`src/rtl/apb_master_pkg.sv`:
```
// Shared types and defaults for the APB master bridge.
// Latency: n/a (types and constants only).
// Backpressure: n/a.
package apb_master_pkg;

    localparam int DEF_ADDR_W  = 8;
    localparam int DEF_DATA_W  = 32;
    localparam int DEF_TIMEOUT = 16;

    localparam logic [1:0] ST_IDLE_ENC   = 2'd0;
    localparam logic [1:0] ST_SETUP_ENC  = 2'd1;
    localparam logic [1:0] ST_ACCESS_ENC = 2'd2;
    localparam logic [1:0] ST_RESP_ENC   = 2'd3;

    typedef enum logic [1:0] {
        ST_IDLE   = ST_IDLE_ENC,
        ST_SETUP  = ST_SETUP_ENC,
        ST_ACCESS = ST_ACCESS_ENC,
        ST_RESP   = ST_RESP_ENC
    } state_e;

endpackage

```
`src/rtl/apb_master_bridge.sv`:
```
// Single-command valid/ready to APB master bridge; macro APB_MASTER_PREADY_EN adds pready wait states + timeout.
// Latency: rsp_valid 3 cycles after the cmd handshake with no wait states; one command per 4 cycles at best.
// Backpressure: cmd_ready only in IDLE (no queueing); RESP holds the response stable until rsp_ready.
module apb_master_bridge
    import apb_master_pkg::*;
#(
    parameter int ADDR_W  = DEF_ADDR_W,
    parameter int DATA_W  = DEF_DATA_W,
    parameter int TIMEOUT = DEF_TIMEOUT
) (
    input  logic              pclk,
    input  logic              p_reset,
    input  logic              cmd_valid,
    output logic              cmd_ready,
    input  logic              cmd_write,
    input  logic [ADDR_W-1:0] cmd_addr,
    input  logic [DATA_W-1:0] cmd_wdata,
    output logic              rsp_valid,
    input  logic              rsp_ready,
    output logic [DATA_W-1:0] rsp_rdata,
    output logic              rsp_err,
    output logic              psel,
    output logic              penable,
    output logic              pwrite,
    output logic [ADDR_W-1:0] paddr,
    output logic [DATA_W-1:0] pwdata,
`ifdef APB_MASTER_PREADY_EN
    input  logic              pready,
`endif
    input  logic [DATA_W-1:0] prdata
);

    // A zero timeout would make every access fail on its first cycle.
    if (TIMEOUT < 1) begin : g_bad_timeout
        $error("TIMEOUT must be at least 1");
    end

    state_e state_q, state_d;

    logic              psel_q, psel_d;
    logic              penable_q, penable_d;
    logic              pwrite_q, pwrite_d;
    logic [ADDR_W-1:0] paddr_q, paddr_d;
    logic [DATA_W-1:0] pwdata_q, pwdata_d;
    logic              rsp_valid_q, rsp_valid_d;
    logic [DATA_W-1:0] rsp_rdata_q, rsp_rdata_d;
    logic              access_done;
    logic              access_fin;

`ifdef APB_MASTER_PREADY_EN
    localparam int CNT_W = $clog2(TIMEOUT + 1);

    logic [CNT_W-1:0] cnt_q, cnt_d;
    logic             timeout_hit;
    logic             access_err;
    logic             rsp_err_q, rsp_err_d;

    // Count ACCESS cycles spent waiting; give up on the TIMEOUT-th one.
    always_comb begin
        timeout_hit = (cnt_q == CNT_W'(TIMEOUT - 1));
        access_done = pready || timeout_hit;
        access_err  = !pready && timeout_hit;
        cnt_d       = '0;
        if (state_q == ST_ACCESS && !access_done) begin
            cnt_d = cnt_q + CNT_W'(1);
        end
    end

    // Wait-state counter register.
    always_ff @(posedge pclk or posedge p_reset) begin
        if (p_reset) begin
            cnt_q <= '0;
        end else begin
            cnt_q <= cnt_d;
        end
    end
`else
    // Without pready every ACCESS completes in its first cycle.
    assign access_done = 1'b1;
`endif

    // State register.
    always_ff @(posedge pclk or posedge p_reset) begin
        if (p_reset) begin
            state_q <= ST_IDLE;
        end else begin
            state_q <= state_d;
        end
    end

    // Next-state logic.
    always_comb begin
        state_d = state_q;
        case (state_q)
            ST_IDLE:   if (cmd_valid)   state_d = ST_SETUP;
            ST_SETUP:                   state_d = ST_ACCESS;
            ST_ACCESS: if (access_done) state_d = ST_RESP;
            ST_RESP:   if (rsp_ready)   state_d = ST_IDLE;
            default:                    state_d = ST_IDLE;
        endcase
    end

    // Output logic: APB strobes follow the next state so they come straight off flops.
    always_comb begin
        cmd_ready   = (state_q == ST_IDLE);
        access_fin  = (state_q == ST_ACCESS) && access_done;
        psel_d      = (state_d == ST_SETUP) || (state_d == ST_ACCESS);
        penable_d   = (state_d == ST_ACCESS);
        rsp_valid_d = (state_d == ST_RESP);
        pwrite_d    = pwrite_q;
        paddr_d     = paddr_q;
        pwdata_d    = pwdata_q;
        if (cmd_ready && cmd_valid) begin
            pwrite_d = cmd_write;
            paddr_d  = cmd_addr;
            pwdata_d = cmd_wdata;
        end
        rsp_rdata_d = rsp_rdata_q;
`ifdef APB_MASTER_PREADY_EN
        rsp_err_d = rsp_err_q;
        if (access_fin) begin
            rsp_rdata_d = (pwrite_q || access_err) ? '0 : prdata;
            rsp_err_d   = access_err;
        end
`else
        if (access_fin) begin
            rsp_rdata_d = pwrite_q ? '0 : prdata;
        end
`endif
    end

    // Registered outputs.
    always_ff @(posedge pclk or posedge p_reset) begin
        if (p_reset) begin
            psel_q      <= 1'b0;
            penable_q   <= 1'b0;
            pwrite_q    <= 1'b0;
            paddr_q     <= '0;
            pwdata_q    <= '0;
            rsp_valid_q <= 1'b0;
            rsp_rdata_q <= '0;
`ifdef APB_MASTER_PREADY_EN
            rsp_err_q   <= 1'b0;
`endif
        end else begin
            psel_q      <= psel_d;
            penable_q   <= penable_d;
            pwrite_q    <= pwrite_d;
            paddr_q     <= paddr_d;
            pwdata_q    <= pwdata_d;
            rsp_valid_q <= rsp_valid_d;
            rsp_rdata_q <= rsp_rdata_d;
`ifdef APB_MASTER_PREADY_EN
            rsp_err_q   <= rsp_err_d;
`endif
        end
    end

    assign psel      = psel_q;
    assign penable   = penable_q;
    assign pwrite    = pwrite_q;
    assign paddr     = paddr_q;
    assign pwdata    = pwdata_q;
    assign rsp_valid = rsp_valid_q;
    assign rsp_rdata = rsp_rdata_q;
`ifdef APB_MASTER_PREADY_EN
    assign rsp_err   = rsp_err_q;
`else
    assign rsp_err   = 1'b0;
`endif

endmodule
```
`config.mk`:
```
export PLATFORM = sky130hd
export DESIGN_NAME = apb_master_bridge
export DESIGN_NICKNAME = d
export VERILOG_FILES = /design/src/rtl/apb_master_pkg.sv /design/src/rtl/apb_master_bridge.sv
export SDC_FILE = /design/constraint.sdc
export NUM_CORES = 1
export LEC_CHECK = 0
export BUFFER_PORTS_ARGS = -buffer_cell sky130_fd_sc_hd__buf_2
export CORE_MARGIN = 2
export CORE_UTILIZATION = 45
export DETAILED_ROUTE_END_ITERATION = 12
export GPL_ROUTABILITY_DRIVEN = 0
export PLACE_DENSITY = 0.78
export SLEW_MARGIN = 10
export SYNTH_ARGS = -nofsm -noshare
export SYNTH_HDL_FRONTEND = slang
export SYNTH_SLANG_ARGS = --single-unit
```
`constraint.sdc`:
```
create_clock -name pclk -period 2.92 [get_ports pclk]
set_input_delay 0.292 -clock pclk [delete_from_list [all_inputs] [get_ports pclk]]
set_output_delay 0.292 -clock pclk [all_outputs]
set_load 0.005 [all_outputs]
```
==> flow_summary.json <==
{
  "grt_pass1_wl_mm": 10.1,
  "numCtsBuffers": 9,
  "max_cap_violations": 0,
  "critPathSlowestCell": "dfrtp_1",
  "cp-end-kind": "output pin",
  "first_pass_iters": 3,
  "cp_slowest_stage_delay_ps": 880,
  "wl_mm": 6.51,
  "grt_max_degree": 59,
  "finalCriticalPeriod_ps": 1750,
  "wire_per_inst_um": 14.0,
  "period_share": 0.599,
  "drc": 0,
  "vias": 2196,
  "clk_pin_slew_ps": 80,
  "r2r_cells": 3,
  "hold_violations": 0,
  "synth_top_family_by_area": "multiplexers",
  "start_kind": "flip-flop",
  "cts_hold_buf": 0,
  "rsz0062_at_grt": "no",
  "fin_skew_ps": 5.87,
  "irDropWorstVdd_mv": 0.474,
  "hpwl_mm": 4.86,
  "netlist_area_um2": 3190,
  "htreeDepth": 3,
  "dieHeight_um": 88.2,
  "ys_seq_elements": 78,
  "pin_count": 155,
  "die_w_um": 88.2,
  "io_buffers": 153,
  "ys_seq_area_frac": 0.612,
  "synth_compound_area_frac": 0.00274,
  "setup_tns_ps": 0,
  "synthTopCellsByArea": "dfrtp_1 61%, mux2_2 24%, nor2b_1 4.3%, and2b_1 2.6%, buf_6 2.5%",
  "reg2reg_from": "pwrite",
  "setup_slack_ps": 1170,
  "ys_types": 18,
  "drtAntennaViolNets": 0,
  "initial_core_util": 0.467,
  "yosys.area_share.simple": 0.0819,
  "critical_path.cell_chain": "buf_2",
  "cp.arrival_ps": 1460,
  "core_area_um2": 6830,
  "leakagePower_nw": 2.19,
  "layout-drive-gt1-share": 0.672,
  "path_class": "reg2out",
  "synthAdderAreaFrac": 0.00392,
  "grt_pass1_vias": 2274,
  "insertion_delay_ps": 330,
  "yosys.area_share.xor_xnor": 0,
  "root_buffer": "clkbuf_8",
  "grt_overflow_total": 0,
  "antenna_found_initial": 0,
  "layout_commonest_cell": "buf_2",
  "final_cell_mix": "153 x buf_2, 78 x dfrtp_1, 67 x mux2_2",
  "antenna_cells": 0,
  "muxShareOfSynthArea": 0.261,
  "fill_cells": 573,
  "path_buf_inv": 1,
  "r2r-end": "rsp_rdata[5]",
  "cts.path.max_buffers": 2,
  "hold_class": "in2async",
  "dieArea_um2": 7780,
  "viasPerCell": 4.72,
  "placementRows": 30,
  "synth.largest_area_cell": "dfrtp_1",
  "power_density_nw_per_um2": 1020,
  "ctsResizeCount": 0,
  "final_nets": 443,
  "dpl_worst_slack_ps": 1320,
  "yosys_warnings": 0,
  "synth_cells": 207,
  "syn_nets": 285,
  "syn_avg_cell_area_um2": 15.4,
  "worstPathRequired_ps": 2630,
  "first_iter_violations": 71,
  "cp_top_family": "flip-flops",
  "status": "finished, final reports clean",
  "max-slew-margin-rel": 0.351,
  "area_growth_syn_to_layout_pct": 31.8,
  "drv_slew": 0,
  "rrSetupSlack_ps": 1340,
  "post_cts_buffers": 0,
  "crit_start": "pwrite",
  "crit_fanout": 29,
  "grtUsageTotal": 0.169,
  "setup_viol": 0,
  "cts_tree": "yes",
  "clock-sinks": 78,
  "synth_top_area_frac": 0.612,
  "fmax_ghz": 0.572,
  "tightest_slew_ps": 972
}
## metal layers
layer  wire, µm  part of all wire  vias up  GRT usage
met1       2480              0.38     1088      0.186
met4        139             0.021        0     0.0840
met3        429             0.066       12     0.0494
met5          0                 0        -          0
li1           -                 -     1014          -
met2       3460              0.53       82      0.299
## final cells by class
cell class | count | area, µm² | share of cell area
inverters | 2 | 8.76 | 0.00208
repair buffers | 159 | 811 | 0.193
clock buffers | 10 | 138 | 0.0327
flip-flops and latches | 78 | 1950 | 0.464
well taps | 96 | 120 | 0.0286
multi-input cells | 115 | 1130 | 0.268
clock inverters | 5 | 50.0 | 0.0119
## cell families after synthesis
family | after synthesis
AND/OR/NAND/NOR | 39
flip-flops | 78
buffers and inverters | 14
multiplexers | 73
adder cells (fa/ha/maj) | 1
AO/OA/AOI/OAI | 1
other | 1
## Yosys cell counts
| cell | count |
|---|---|
| ha_1 | 1 |
| dfrtp_1 | 78 |
| mux2_4 | 3 |
| nor2_1 | 3 |
| and3_2 | 1 |
| conb_1 | 1 |
| a22o_1 | 1 |
| inv_1 | 2 |
| nand2_1 | 1 |
| and2b_1 | 11 |
| clkbuf_1 | 3 |
| buf_6 | 7 |
| nor2b_1 | 22 |
| mux2_2 | 67 |
| nor3b_4 | 1 |
| buf_4 | 1 |
| mux2_1 | 3 |
| buf_8 | 1 |
## registers in the layout, summed over array words and instances, names as in the netlist
register,count
paddr,8
penable,1
psel,1
pwdata,32
pwrite,1
rsp_rdata,32
rsp_valid,1
state_q,2
## worst max-delay path by stage
stage / end / slack (ps) / cells after the start
final: pwrite / 1170 / 1
after floorplan: paddr[0] / 630 / 1
after detailed placement: rsp_rdata[19] / 1320 / 3
after global routing: pwrite / 1000 / 1
after global placement: rsp_rdata[19] / 1300 / 3
after CTS: pwrite / 1110 / 1
## stage by stage
stage	util	instance area (µm²)	instances	power, mW	hold slack (ps)
global route	0.616	4210	465	4.61	167
finish	0.616	4210	465	4.30	144
detailed placement	0.588	4020	450	3.59	482
CTS	0.616	4210	465	4.37	161
global placement	0.588	4020	450	3.50	464
floorplan	-	3190	207	2.89	427
## power breakdown
part | internal [mW] | leakage [nW] | switching (mW)
Clock | 0.408 | 0.102 | 0.362
Sequential | 1.60 | 0.955 | 0.310
Combinational | 0.997 | 1.13 | 0.621
Total | 3.01 | 2.19 | 1.29
Power figures use the tool's default switching activity.
